<file path="config.mk">
export PLATFORM = sky130hd
export DESIGN_NAME = game_sequencer
export DESIGN_NICKNAME = d
export VERILOG_FILES = /design/src/rtl/game_sequencer.sv
export SDC_FILE = /design/constraint.sdc
export NUM_CORES = 1
export LEC_CHECK = 0
export ABC_CLOCK_PERIOD_IN_PS = 4200
export BUFFER_PORTS_ARGS = -buffer_cell sky130_fd_sc_hd__buf_2
export CORE_ASPECT_RATIO = 1.5
export CORE_MARGIN = 2
export CORE_UTILIZATION = 40
export CTS_BUF_LIST = sky130_fd_sc_hd__clkbuf_4
export DETAILED_ROUTE_END_ITERATION = 8
export PLACE_DENSITY_LB_ADDON = 0.25
export SYNTH_ARGS = -nofsm -noshare
export SYNTH_HDL_FRONTEND = slang
export SYNTH_SLANG_ARGS = --single-unit
</file>
<file path="constraint.sdc">
create_clock -name clk -period 4.2 [get_ports clk]
set_input_delay 0.42 -clock clk [delete_from_list [all_inputs] [get_ports clk]]
set_output_delay 0.42 -clock clk [all_outputs]
set_load 0.01 [all_outputs]
</file>
<file path="src/rtl/game_sequencer.sv">
// -----------------------------------------------------------------------------
// game_sequencer
//   Top-level game flow controller for a breakout-style game. Walks the game
//   through IDLE -> SERVE -> PLAY -> WIN/LOSE, tracks lives and score, and
//   issues the field-reset and ball-launch pulses to the playfield logic.
//
// Ports
//   clk          in   system clock, all state updates on its rising edge
//   rst          in   asynchronous reset, active-low
//   start        in   player start request (level)
//   vsync        in   VGA vertical sync, active-low; falling edge = new frame
//   block_hit    in   one-cycle pulse per destroyed block
//   miss         in   one-cycle pulse when the ball passes below the paddle
//   alive        in   block alive mask, 1 = block present
//   state        out  IDLE=0, SERVE=1, PLAY=2, WIN=3, LOSE=4
//   field_reset  out  one-cycle pulse: restore blocks, recentre paddle
//   launch       out  one-cycle pulse: release ball from paddle
//   ball_run     out  high only in PLAY
//   lives        out  remaining lives
//   score        out  blocks destroyed this game (saturates at 255)
//   win, lose    out  high in WIN / LOSE
// -----------------------------------------------------------------------------
module game_sequencer #(
  parameter int unsigned LIVES        = 3,
  parameter int unsigned SERVE_FRAMES = 60,
  parameter int unsigned NUM_BLOCKS   = 15
) (
  input  logic                  clk,
  input  logic                  rst,
  input  logic                  start,
  input  logic                  vsync,
  input  logic                  block_hit,
  input  logic                  miss,
  input  logic [NUM_BLOCKS-1:0] alive,
  output logic [2:0]            state,
  output logic                  field_reset,
  output logic                  launch,
  output logic                  ball_run,
  output logic [1:0]            lives,
  output logic [7:0]            score,
  output logic                  win,
  output logic                  lose
);

  typedef enum logic [2:0] {
    S_IDLE  = 3'd0,
    S_SERVE = 3'd1,
    S_PLAY  = 3'd2,
    S_WIN   = 3'd3,
    S_LOSE  = 3'd4
  } state_e;

  state_e      state_q, state_d;
  logic [1:0]  lives_q, lives_d;
  logic [7:0]  score_q, score_d;
  logic [7:0]  frame_cnt_q, frame_cnt_d;
  logic        field_reset_q, field_reset_d;
  logic        launch_q, launch_d;
  logic        ball_run_q, ball_run_d;
  logic        win_q, win_d;
  logic        lose_q, lose_d;
  logic        vsync_q;
  logic        start_q;

  logic        frame_tick;
  logic        start_edge;
  logic        field_clear;

  // Falling edge of vsync marks the start of a new frame; a held start
  // request yields a single edge because start_q follows it.
  assign frame_tick  = vsync_q & ~vsync;
  assign start_edge  = start & ~start_q;
  assign field_clear = ~|alive;

  // NOTE: every variable gets a default before the case so no path leaves it
  // unassigned; otherwise synthesis infers a latch to hold the old value.
  always_comb begin
    state_d       = state_q;
    lives_d       = lives_q;
    score_d       = score_q;
    frame_cnt_d   = frame_cnt_q;
    field_reset_d = 1'b0;
    launch_d      = 1'b0;

    case (state_q)
      S_IDLE: begin
        if (start_edge) begin
          state_d       = S_SERVE;
          lives_d       = 2'(LIVES);
          score_d       = '0;
          frame_cnt_d   = '0;
          field_reset_d = 1'b1;
        end
      end

      // Hits and misses are ignored while the ball sits on the paddle.
      S_SERVE: begin
        if (frame_tick) begin
          frame_cnt_d = frame_cnt_q + 8'd1;
          if (frame_cnt_q == 8'(SERVE_FRAMES - 1)) begin
            state_d  = S_PLAY;
            launch_d = 1'b1;
          end
        end
      end

      S_PLAY: begin
        // Scoring applies even when the same cycle also ends the rally.
        if (block_hit && (score_q != 8'hFF)) begin
          score_d = score_q + 8'd1;
        end
        // A cleared field wins even if the ball was missed in that cycle.
        if (field_clear) begin
          state_d = S_WIN;
        end else if (miss) begin
          if (lives_q > 2'd1) begin
            lives_d     = lives_q - 2'd1;
            frame_cnt_d = '0;
            state_d     = S_SERVE;
          end else begin
            lives_d = '0;
            state_d = S_LOSE;
          end
        end
      end

      S_WIN, S_LOSE: begin
        if (start_edge) begin
          state_d = S_IDLE;
        end
      end

      default: state_d = S_IDLE;
    endcase

    // Level outputs are registered from the next state so they line up
    // with the state register.
    ball_run_d = (state_d == S_PLAY);
    win_d      = (state_d == S_WIN);
    lose_d     = (state_d == S_LOSE);
  end

  // NOTE: sequential state uses non-blocking assignments so every register
  // samples the pre-edge values, independent of statement order.
  always_ff @(posedge clk or negedge rst) begin
    if (!rst) begin
      state_q       <= S_IDLE;
      lives_q       <= '0;
      score_q       <= '0;
      frame_cnt_q   <= '0;
      field_reset_q <= 1'b0;
      launch_q      <= 1'b0;
      ball_run_q    <= 1'b0;
      win_q         <= 1'b0;
      lose_q        <= 1'b0;
      vsync_q       <= 1'b0;
      start_q       <= 1'b0;
    end else begin
      state_q       <= state_d;
      lives_q       <= lives_d;
      score_q       <= score_d;
      frame_cnt_q   <= frame_cnt_d;
      field_reset_q <= field_reset_d;
      launch_q      <= launch_d;
      ball_run_q    <= ball_run_d;
      win_q         <= win_d;
      lose_q        <= lose_d;
      vsync_q       <= vsync;
      start_q       <= start;
    end
  end

  assign state       = state_q;
  assign field_reset = field_reset_q;
  assign launch      = launch_q;
  assign ball_run    = ball_run_q;
  assign lives       = lives_q;
  assign score       = score_q;
  assign win         = win_q;
  assign lose        = lose_q;

endmodule

</file>
==> summary.md <==
| Metric | Value |
|---|---|
| Clock Sink Count | 28 |
| CP max stage delay | 0.66 ns |
| Yosys top cell area share | 47.22% |
| Status | complete, no violations |
| Mux cell area share after synthesis | 2.024% |
| Post-Synthesis Cells | 147 |
| NetSw | 174.4 uW |
| Hold Fails Final Rpt | 0 |
| First-pass GRT wire length | 5844 um |
| Fraction of power spent switching nets | 31.03% |
| Placed Area | 0.001707 sq mm |
| Clock root cell | clkbuf_4 |
| Most frequent cell after synthesis | dfrtp_1 |
| Distinct cells, synth | 49 |
| Sum Neg Setup Slack | 0 ns |
| Min cycle time layout | 1.978 ns |
| CTS tree | done |
| Internal | 387.7 uW |
| Worst setup SP type | register |
| Yosys reg bits | 28 |
| Post-synthesis sequential area ratio | 47.22% |
| Vias in the first global route | 1338 |
| GR Overflow Total | 0 |
| Worst path slowest cell | dfrtp_1 |
| Power density cells | 324.4 mW/mm^2 |
| IO Count | 39 |
| Fin util | 47.94% |
| Filler cells | 350 |
| Buf/Inv on CP | 0 |
| Compound-Gate Fraction of Synth Area | 20.24% |
| Area occupied by multi-input gates | 739.5 sq um |
| Hold buffers post-CTS | 0 |
| Synth top area cells | dfrtp_1 47%, nand3_1 3.0%, nand2_1 3.0%, o31ai_1 3.0%, nor2_1 2.8% |
| Crit Path Class | register to register |
| H-tree Lvls | 1 |
| Placer Congestion | 0.7758 |
| Clock Tree Buf Depth | 2 |
| DR pass1 iterations | 4 |
| Area of the mapped netlist | 0.001484 sq mm |
| EDFF count, synth | 0 |
| Cts repair resizes | 0 |
| Initial detailed-routing violation count | 51 |
| RSZ-0062 raised after global routing | no |
| Sequential Area | 700.7 sq um |
| Crit end category | register |
| Post-layout nets | 209 |
| Synth Warn # | 0 |
| Row count | 27 |
| Postcts setup bufs | 0 |
| DR vias | 1279 |
| Fmax | 0.5056 GHz |
| HP Class | input pin to asynchronous set/reset pin |
| Area leader, netlist | dfrtp_1 |
| Synth Area in Adders | 1.686% |
| Total die area | 0.004223 sq mm |
| Leak Pwr | 0.0008049 uW |
| Avg WL per Cell | 14.94 um |
| Starting Density | 41.05% |
| CP Data Required Time | 4.47 ns |
| Die width | 53.73 um |
| Worst skew pair latency | 0.33 ns |
| Clk slew on worst S/H paths | 0.15 ns |
| Period utilization | 47.09% |
| TritonCTS Buffers | 3 |
| Clock Skews | 0.006694 ns |
| Final Setup Violations | 0 |
| CP top delay family | simple AND/OR/NAND/NOR gates |
| Share of layout cells above drive strength 1 | 25.41% |
| Reg power frac | 59.7% |
| Final instance area | 0.001733 sq mm |
| Total core area | 0.003615 sq mm |
| Avg Synthesized Cell Area | 10.09 sq um |
| Final Power | 562.1 uW |
| Clk pwr share | 20.1% |
| Synth Area in XOR/XNOR | 1.180% |
| Ant diodes | 0 |
| Post-Syn Nets | 170 |
| Worst Path Max Fanout | 14 |
| Post-route ant nets | 0 |
| Initial antenna violation count | 0 |
| Arrival @ worst endpoint | 2.25 ns |
| VDD IR max | 239.8 uV |
| Relative slew slack | 58.62% |
| Max Cap Violations | 0 |
| Least-Margin Pin Slew | 0.6208 ns |
| Routed vias/inst | 5.610 |
| Synth-to-Final Area Change | 16.78% |
| Largest net degree at the start of global routing | 29 |
| Ys flop type | dfrtp_1 |
| Asr flop ratio synth | 100.0% |
| Synth top cells by count | 28 x dfrtp_1, 12 x nand2_1, 11 x nor2_1 |
| Die Span Y | 78.60 um |
| DP HPWL | 2693 um |
| Pins Over Slew Limit | 0 |
| Port bufs | 38 |
| Overall routing resource usage | 18.36% |
| Final WL | 3407 um |
| Crit-path cells | nand4bb_1 -> a21o_1 -> or4_1 -> a21oi_1 |
| Post-Synth Simple-Gate Area | 24.70% |
| DRC viols | 0 |
| Main combinational cell family by area after synthesis | simple AND/OR/NAND/NOR gates |
| Combinational share of power | 20.2% |
## per-layer routing
layer | share of wire, % | routed length (um) | global-route usage, % | vias up
li1 | - | - | - | 631
met1 | 38 | 1303 | 19.07 | 622
met2 | 57 | 1937 | 34.63 | 21
met3 | 3.2 | 110 | 2.471 | 5
met4 | 1.6 | 56 | 7.179 | 0
met5 | 0 | 0 | 0 | -
## final cells by class
type / count / area share (%)
Multi-Input combinational cell: 109 / 42.67
Tap cell: 43 / 3.105
Clock buffer: 3 / 1.300
Timing Repair Buffer: 38 / 10.97
Sequential cell: 28 / 40.43
Clock inverter: 1 / 0.2166
Inverter: 6 / 1.300
## cell usage in the layout, fill, tap and decap left out, types with 3 or more instances in the layout
master / instances
nor2b_1: 3
a21oi_1: 6
nand2_1: 12
nand3_1: 9
a21o_1: 4
nor2_1: 11
nand2b_1: 4
o31ai_1: 6
inv_1: 6
mux2i_1: 3
buf_2: 38
nor4_1: 5
clkbuf_4: 3
dfrtp_1: 28
o21ai_0: 4
## per-stage QoR
step | instances | hold WS, ns | worst slack, ns
finish | 228 | 0.08014 | 2.222
global route | 228 | 0.1263 | 2.095
CTS | 228 | 0.09405 | 2.226
detailed placement | 224 | 0.4697 | 2.249
global placement | 224 | 0.4716 | 2.297
floorplan | 147 | 0.1244 | 2.482
## logic make-up after synthesis
family | Yosys count
adder cells (fa/ha/maj) | 2
multiplexers | 3
buffers and inverters | 10
AND/OR/NAND/NOR | 63
AO/OA/AOI/OAI | 39
flip-flops | 28
XOR/XNOR | 2
## path summary, 6_finish.rpt
| kind | startpoint | cells past startpoint | slack [ns] | to |
|---|---|---|---|---|
| max in group asynchronous | rst | 1 | 3.72 | state[2] |
| hold reg to reg | frame_cnt_q[0] | 1 | 0.53 | frame_cnt_q[0] |
| min in group clk | vsync | 1 | 0.20 | vsync_q |
| setup / recovery | state[1] | 4 | 2.22 | score[7] |
| setup reg to reg | state[1] | 4 | 2.22 | score[7] |
| hold / removal | rst | 1 | 0.08 | start_q |
## worst reg2reg max path: cells and delay by family (launching register included)
family | cells | cell delay, ns
compound gates | 2 | 0.50
flops | 1 | 0.66
simple gates | 2 | 0.77
## power groups by stage
| stage | Clock [uW] | Sequential, uW | Combinational, uW |
|---|---|---|---|
| after detailed placement | 0 | 340 | 116 |
| final | 113 | 336 | 114 |
| after global placement | 0 | 339 | 112 |
| after CTS | 118 | 335 | 116 |
| after floorplan | 0 | 331 | 84.3 |
| after global routing | 128 | 343 | 131 |
## flip-flops by register name, indices dropped and copies added (netlist names)
signal,flops
launch,1
vsync_q,1
lose,1
frame_cnt_q,8
state,3
start_q,1
lives,2
ball_run,1
score,8
win,1
field_reset,1
(Power assumes the default switching activity.)
